## src/rtl/exp3_unidade_controle_jogo.sv

```systemverilog
// Game controller for the 16-position memory-check datapath.
// Waits for a start request, then for each address waits for a player move
// (rising edge of jogada), loads the switches, checks the comparator and
// either advances the address counter or ends the round. A round ends in
// fim_acerto (all 16 correct), fim_erro (mismatch) or fim_timeout (no move
// within TIMEOUT cycles).
//
// Ports:
//   clock              system clock, rising edge
//   reset_n            asynchronous reset, active-low
//   iniciar            start / restart request (level)
//   jogada             move indication (OR of switches), edge-detected here
//   chavesIgualMemoria comparator equal flag from the datapath
//   fimC               address counter terminal count (address == 15)
//   zeraC / contaC     address counter clear / enable
//   zeraR / registraR  switch register clear / load
//   pronto             any final state
//   acertou/errou/timeout  which final state
//   db_estado          current state encoding
module exp3_unidade_controle_jogo #(
  parameter int unsigned TIMEOUT = 3000
) (
  input  logic       clock,
  input  logic       reset_n,
  input  logic       iniciar,
  input  logic       jogada,
  input  logic       chavesIgualMemoria,
  input  logic       fimC,
  output logic       zeraC,
  output logic       contaC,
  output logic       zeraR,
  output logic       registraR,
  output logic       pronto,
  output logic       acertou,
  output logic       errou,
  output logic       timeout,
  output logic [3:0] db_estado
);

  localparam int unsigned CNT_W = $clog2(TIMEOUT);
  localparam logic [CNT_W-1:0] CNT_LAST = CNT_W'(TIMEOUT - 1);

  typedef enum logic [3:0] {
    ST_INICIAL     = 4'h0,
    ST_PREPARACAO  = 4'h1,
    ST_ESPERA      = 4'h2,
    ST_REGISTRA    = 4'h4,
    ST_COMPARACAO  = 4'h5,
    ST_PROXIMO     = 4'h6,
    ST_FIM_ACERTO  = 4'hA,
    ST_FIM_TIMEOUT = 4'hD,
    ST_FIM_ERRO    = 4'hE
  } state_t;

  state_t           r_state;
  state_t           w_next;
  logic             r_jogada_d;
  logic [CNT_W-1:0] r_cnt;
  logic             w_rise;
  logic             w_tmo;

  // Registered Moore outputs, loaded from the decode of the next state so
  // they always match the state register.
  logic r_zera_c, r_conta_c, r_zera_r, r_registra_r;
  logic r_pronto, r_acertou, r_errou, r_timeout;
  logic w_zera_c, w_conta_c, w_zera_r, w_registra_r;
  logic w_pronto, w_acertou, w_errou, w_timeout;

  assign w_rise = jogada & ~r_jogada_d;
  assign w_tmo  = (r_cnt == CNT_LAST);

  // Next-state logic and output decode of the next state.
  always_comb begin
    w_next       = r_state;
    w_zera_c     = 1'b0;
    w_conta_c    = 1'b0;
    w_zera_r     = 1'b0;
    w_registra_r = 1'b0;
    w_pronto     = 1'b0;
    w_acertou    = 1'b0;
    w_errou      = 1'b0;
    w_timeout    = 1'b0;

    case (r_state)
      ST_INICIAL:    if (iniciar) w_next = ST_PREPARACAO;
      ST_PREPARACAO: w_next = ST_ESPERA;
      ST_ESPERA: begin
        // A move on the last allowed cycle wins over the timeout.
        if (w_rise)     w_next = ST_REGISTRA;
        else if (w_tmo) w_next = ST_FIM_TIMEOUT;
      end
      ST_REGISTRA:   w_next = ST_COMPARACAO;
      ST_COMPARACAO: begin
        if (!chavesIgualMemoria) w_next = ST_FIM_ERRO;
        else if (fimC)           w_next = ST_FIM_ACERTO;
        else                     w_next = ST_PROXIMO;
      end
      ST_PROXIMO:    w_next = ST_ESPERA;
      ST_FIM_ACERTO,
      ST_FIM_ERRO,
      ST_FIM_TIMEOUT: if (iniciar) w_next = ST_PREPARACAO;
      default:       w_next = ST_INICIAL;
    endcase

    case (w_next)
      ST_INICIAL, ST_PREPARACAO: begin
        w_zera_c = 1'b1;
        w_zera_r = 1'b1;
      end
      ST_REGISTRA:   w_registra_r = 1'b1;
      ST_PROXIMO:    w_conta_c    = 1'b1;
      ST_FIM_ACERTO: begin
        w_pronto  = 1'b1;
        w_acertou = 1'b1;
      end
      ST_FIM_ERRO: begin
        w_pronto = 1'b1;
        w_errou  = 1'b1;
      end
      ST_FIM_TIMEOUT: begin
        w_pronto  = 1'b1;
        w_timeout = 1'b1;
      end
      default: ;
    endcase
  end

  // State, output and edge-detect registers.
  always_ff @(posedge clock or negedge reset_n) begin
    if (!reset_n) begin
      r_state      <= ST_INICIAL;
      r_jogada_d   <= 1'b0;
      r_zera_c     <= 1'b1;
      r_conta_c    <= 1'b0;
      r_zera_r     <= 1'b1;
      r_registra_r <= 1'b0;
      r_pronto     <= 1'b0;
      r_acertou    <= 1'b0;
      r_errou      <= 1'b0;
      r_timeout    <= 1'b0;
    end else begin
      r_state      <= w_next;
      r_jogada_d   <= jogada;
      r_zera_c     <= w_zera_c;
      r_conta_c    <= w_conta_c;
      r_zera_r     <= w_zera_r;
      r_registra_r <= w_registra_r;
      r_pronto     <= w_pronto;
      r_acertou    <= w_acertou;
      r_errou      <= w_errou;
      r_timeout    <= w_timeout;
    end
  end

  // Cycles spent in espera_jogada; saturates instead of wrapping.
  always_ff @(posedge clock or negedge reset_n) begin
    if (!reset_n) begin
      r_cnt <= '0;
    end else if (r_state != ST_ESPERA) begin
      r_cnt <= '0;
    end else if (!w_tmo) begin
      r_cnt <= r_cnt + CNT_W'(1);
    end
  end

  assign zeraC     = r_zera_c;
  assign contaC    = r_conta_c;
  assign zeraR     = r_zera_r;
  assign registraR = r_registra_r;
  assign pronto    = r_pronto;
  assign acertou   = r_acertou;
  assign errou     = r_errou;
  assign timeout   = r_timeout;
  assign db_estado = r_state;

endmodule

```

## config.mk

```make
export PLATFORM = sky130hd
export DESIGN_NAME = exp3_unidade_controle_jogo
export DESIGN_NICKNAME = d
export VERILOG_FILES = /design/src/rtl/exp3_unidade_controle_jogo.sv
export SDC_FILE = /design/constraint.sdc
export NUM_CORES = 1
export LEC_CHECK = 0
export CORE_AREA = 2 2 48 55
export CTS_CLUSTER_SIZE = 20
export DETAILED_ROUTE_END_ITERATION = 7
export DIE_AREA = 0 0 50 57
export GPL_TIMING_DRIVEN = 0
export PLACE_DENSITY = 0.77
export SYNTH_ARGS = -nofsm -noshare
export SYNTH_HDL_FRONTEND = slang
export SYNTH_SLANG_ARGS = --single-unit
```

## constraint.sdc

```tcl
create_clock -name clock -period 2.7 [get_ports clock]
set_input_delay 0.27 -clock clock [delete_from_list [all_inputs] [get_ports clock]]
set_output_delay 0.27 -clock clock [all_outputs]
set_load 0.005 [all_outputs]
```

## After elaboration in Yosys (flattened, before gate mapping)

Cells that the tools add are included.

| word-level totals | value |
|---|---|
| output and inout port bits | 12 |
| register bits after elaboration | 24 |
| logic and storage cells | 51 |

| operators by class | value |
|---|---|
| muxes and demuxes | 15 |
| bitwise operators | 2 |
| add/subtract/negate cells | 1 |
| reduce and logical (&&, ||, !) cells | 6 |
| eq/ne operators | 17 |

Operators with widths:

| operator | count |
|---|---|
| 4-bit == test (second input constant) | 6 |
| 12-bit 2-to-1 mux | 2 |
| 4-bit by 3-bit == test with 1-bit output (second input constant) | 5 |
| 4-bit 2-to-1 mux | 5 |
| 4-bit case mux with 5 select lines | 1 |
| 12-bit by 1-bit adder with 12-bit output (second input constant) | 1 |
| 12-bit == test (second input constant) | 1 |
| 4-bit by 1-bit == test with 1-bit output (second input constant) | 2 |
| 4-bit zero test | 2 |
| 1-bit 2-to-1 mux | 7 |
| 4-bit by 2-bit == test with 1-bit output (second input constant) | 1 |
| 4-bit by 2-bit != test with 1-bit output (second input constant) | 1 |
| 2-bit OR reduction | 2 |
| 4-bit OR reduction | 1 |
| 3-bit OR reduction | 1 |
| 2-bit by 1-bit != test with 1-bit output (second input constant) | 1 |
| 1-bit AND | 1 |
| 1-bit inverter | 1 |

## Logic depth before layout (Yosys ltp)

| logic depth | value |
|---|---|
| depth in word-level cells | 7 |
| mapped depth | 7 |

## Least setup slack after synthesis

Ideal clock, no wire load.

| timing path | value |
|---|---|
| kind | reg2reg |
| start | register r_cnt[0] |
| end | register r_errou, in the netlist errou |
| setup slack | 1.021 ns |
| setup time | 0.120 ns |
| data arrival time | 1.559 ns |
| path buffers | 0 |
| cell stages (with the launch flop) | 7 |
| cell sequence | dfrtp_1 ha_1 and4_1 nand3_4 a211oi_2 inv_2 and3_1 |

| on the way | value |
|---|---|
| word-level cells in the longest chain between the ends | 6 |

RTL lines:

| element | line | text |
|---|---|---|
| start: declaration | 58 | `logic [CNT_W-1:0] r_cnt;` |
| start signal: assignment | 162 | `r_cnt <= r_cnt + CNT_W'(1);` |
| 12-bit == test | 70 | `assign w_tmo = (r_cnt == CNT_LAST);` |
| 4-bit 2-to-1 mux | 90 | `else if (w_tmo) w_next = ST_FIM_TIMEOUT;` |
| 4-bit 2-to-1 mux | 89 | `if (w_rise) w_next = ST_REGISTRA;` |
| 4-bit case mux with 5 select lines | 84 | `case (r_state)` |
| via w_next[1] | 56 | `state_t w_next;` |
| 4-bit == test | 105 | `case (w_next)` |
| 1-bit 2-to-1 mux | 105 |  |
| via w_errou | 67 | `logic w_pronto, w_acertou, w_errou, w_timeout;` |
| end signal: assignment | 150 | `r_errou <= w_errou;` |
| end: declaration | 65 | `logic r_pronto, r_acertou, r_errou, r_timeout;` |

The timed path passes the listed nets, and every way through them passes these cells.
A chain may end at the register's enable or synchronous reset.

## Worst setup path after layout

Ends and elaborated chain as after synthesis.

==> flow_summary.ini <==
[outcome]
status = finished clean

[sta]
fmax_mhz = 526
final_hold_viol_count = 0
slew_violations = 0
fin_skew_ns = 0.00940
setup_viol = 0
rsz0062_at_grt = no
layout_setup_ws_ns = 0.798
relSlewSlack = 0.300
hold_ws_ns = 0.411
tns_ns = 0
fin_crit_sh = 0.704
min_period_ns = 1.90
tightest_slew_ns = 1.05

[critical_path]
end_kind = register
crit_arrival_ns = 2.11
critPathLaunch = r_cnt[0]$_DFFE_PN0P_
slowest_stage = dfrtp_1
critical_path.max_fanout = 9
r2r_start = r_cnt[0]$_DFFE_PN0P_
start_kind = register
path_class = reg2reg
crit_chain = ha_1 > and4_1 > nand3_4 > a211oi_2 > inv_2 > and3_1
required_ns = 2.91
max_stage_delay_ns = 0.42

[global_routing]
grt_pass1_vias = 858
grt_usage = 0.163
antenna_found_initial = 0
grt_overflow_total = 0
grt_pass1_wl_mm = 3.53
grt_max_degree = 25

[yosys]
synth_flop_cell = dfrtp_1
synth_nets = 117
synth_edf_count = 0
netlist_instances = 110
syn_area_um2 = 1210
synth_cell_types = 46
synth_area_leader_cell = dfrtp_1
avgSynthCellArea_um2 = 11.0
synth_top_area_frac = 0.477
postSynth.asyncResetShare = 1.00
ys_seq_area_frac = 0.498
yosys_register_bits = 24
synth_warnings = 0
synthTopCellsByArea = dfrtp_1 48%, nor2_1 4.4%, xnor2_1 3.6%

[placement]
port_buffers = 17
place_inst = 158
dpl_worst_slack_ns = 0.734
gp_congestion = 0.725
hpwl_mm = 1.57
placed_area_um2 = 1420

[cells_and_area]
layout_common_cells = 23 x dfrtp_1, 17 x clkdlybuf4s50_1, 14 x nor2_1
final_util = 0.613
finalInstanceArea_um2 = 1440
layout-drive-gt1-share = 0.145
instances_no_fill = 162
final_common_cell = dfrtp_1
areaGrowthSynthToFinish_pct = 19.5
nets = 139
diodes = 0
register_area_um2 = 602
n_fill_cell = 192
multi_input_area_um2 = 549

[die]
die_area_um2 = 2850
die_w_um = 50
ios = 18
num_rows = 19
die_h_um = 57
initial_core_util = 0.513
core_um2 = 2350

[clocking]
post-cts-setup-buffers = 0
clkSinkCount = 24
ctsHtreeMaxLevel = 1
cts_inserted_buffers = 3
hold_buffers = 0
clock_latency_ns = 0.30
cts_resized = 0
clockBufferDepth = 2
cts_tree = done
clk_pin_slew_ns = 0.13
cts-root-buf = clkbuf_4

[hold_path]
hp-start = jogada
hold_path.class = in2reg

[power_and_ir_drop]
p_total_mw = 1.04
leakagePower_nw = 0.610
powerDensity_nw_per_um2 = 724
ir_drop_mv = 0.643

[drt]
route.detailed.drc = 0
vias = 874
drtIter0Drc = 17
wl_per_cell_um = 13.0
ant_nets = 0
avgViaCountPerCell = 5.40
drtPass1Iterations = 4
routed_wirelength_mm = 2.11

[run]
drv_cap = 0
## sequential cells by signal (all words and copies together), names as in the netlist
name        count
pronto          1
acertou         1
errou           1
zeraR           1
r_cnt          12
r_jogada_d      1
timeout         1
db_estado       4
contaC          1
registraR       1
## critical path: cells and delay by family (launching register included)
kind            cells  cell delay, ns
compound gates      1            0.37
simple gates        3            0.69
buf+inv             1            0.08
flops               1            0.42
fa+ha+maj           1            0.23
## cells in the mapped netlist, types with 2 or more instances
| cell | n |
|---|---|
| xnor2_1 | 5 |
| nand2_1 | 5 |
| a21oi_1 | 3 |
| xor2_1 | 5 |
| nand3_1 | 4 |
| dfrtp_1 | 23 |
| nor3_1 | 3 |
| buf_6 | 2 |
| nand2b_1 | 2 |
| buf_2 | 3 |
| nand4_1 | 4 |
| and3_1 | 2 |
| o21ai_0 | 3 |
| nor2_1 | 14 |
## worst paths after layout
kind | endpoint | slack [ns] | depth (start not counted)
worst max-delay path | errou$_DFF_PN0_ | 0.80 | 6
worst min-delay path | r_jogada_d$_DFF_PN0_ | 0.41 | 1
worst max register to register | errou$_DFF_PN0_ | 0.80 | 6
worst min register to register | r_cnt[2]$_DFFE_PN0P_ | 0.57 | 1
max in group asynchronous | db_estado[1]$_DFF_PN0_ | 1.55 | 1
min in group asynchronous | r_cnt[5]$_DFFE_PN0P_ | 0.52 | 1
## area by class of cell
type | count | share of cell area
flip-flops and latches | 24 | 0.417
inverters | 2 | 0.00520
well taps | 31 | 0.0269
plain buffers | 7 | 0.0338
repair buffers | 17 | 0.118
clock buffers | 4 | 0.0182
multi-input cells | 77 | 0.381
## power by group
group          internal (mW)  switching, mW
clock                 0.0575         0.0994
combinational          0.232          0.207
sequential             0.414         0.0341
total                  0.704          0.340
## layer usage
layer | GRT usage | routed length, um | vias up
li1 | - | - | 427
met1 | 0.187 | 918 | 422
met2 | 0.291 | 1090 | 17
met3 | 0.0236 | 46 | 8
met4 | 0.0873 | 55 | 0
met5 | 0 | 0 | -
## kinds of logic (layout without fill, tap and decap cells)
| logic type | after synthesis | in the layout | share of synthesized area |
|---|---|---|---|
| adders and majority gates | 1 | 1 | 0.0104 |
| xor gates and xnor gates | 10 | 10 | 0.0725 |
| AOI/OAI and AO/OA | 15 | 15 | 0.0985 |
| buffers and inverters | 9 | 30 | 0.0466 |
| and+or+nand+nor | 50 | 50 | 0.265 |
| DFF | 24 | 24 | 0.498 |
| muxes | 1 | 1 | 0.00829 |
Note: power is estimated with default switching activity, not from simulation.
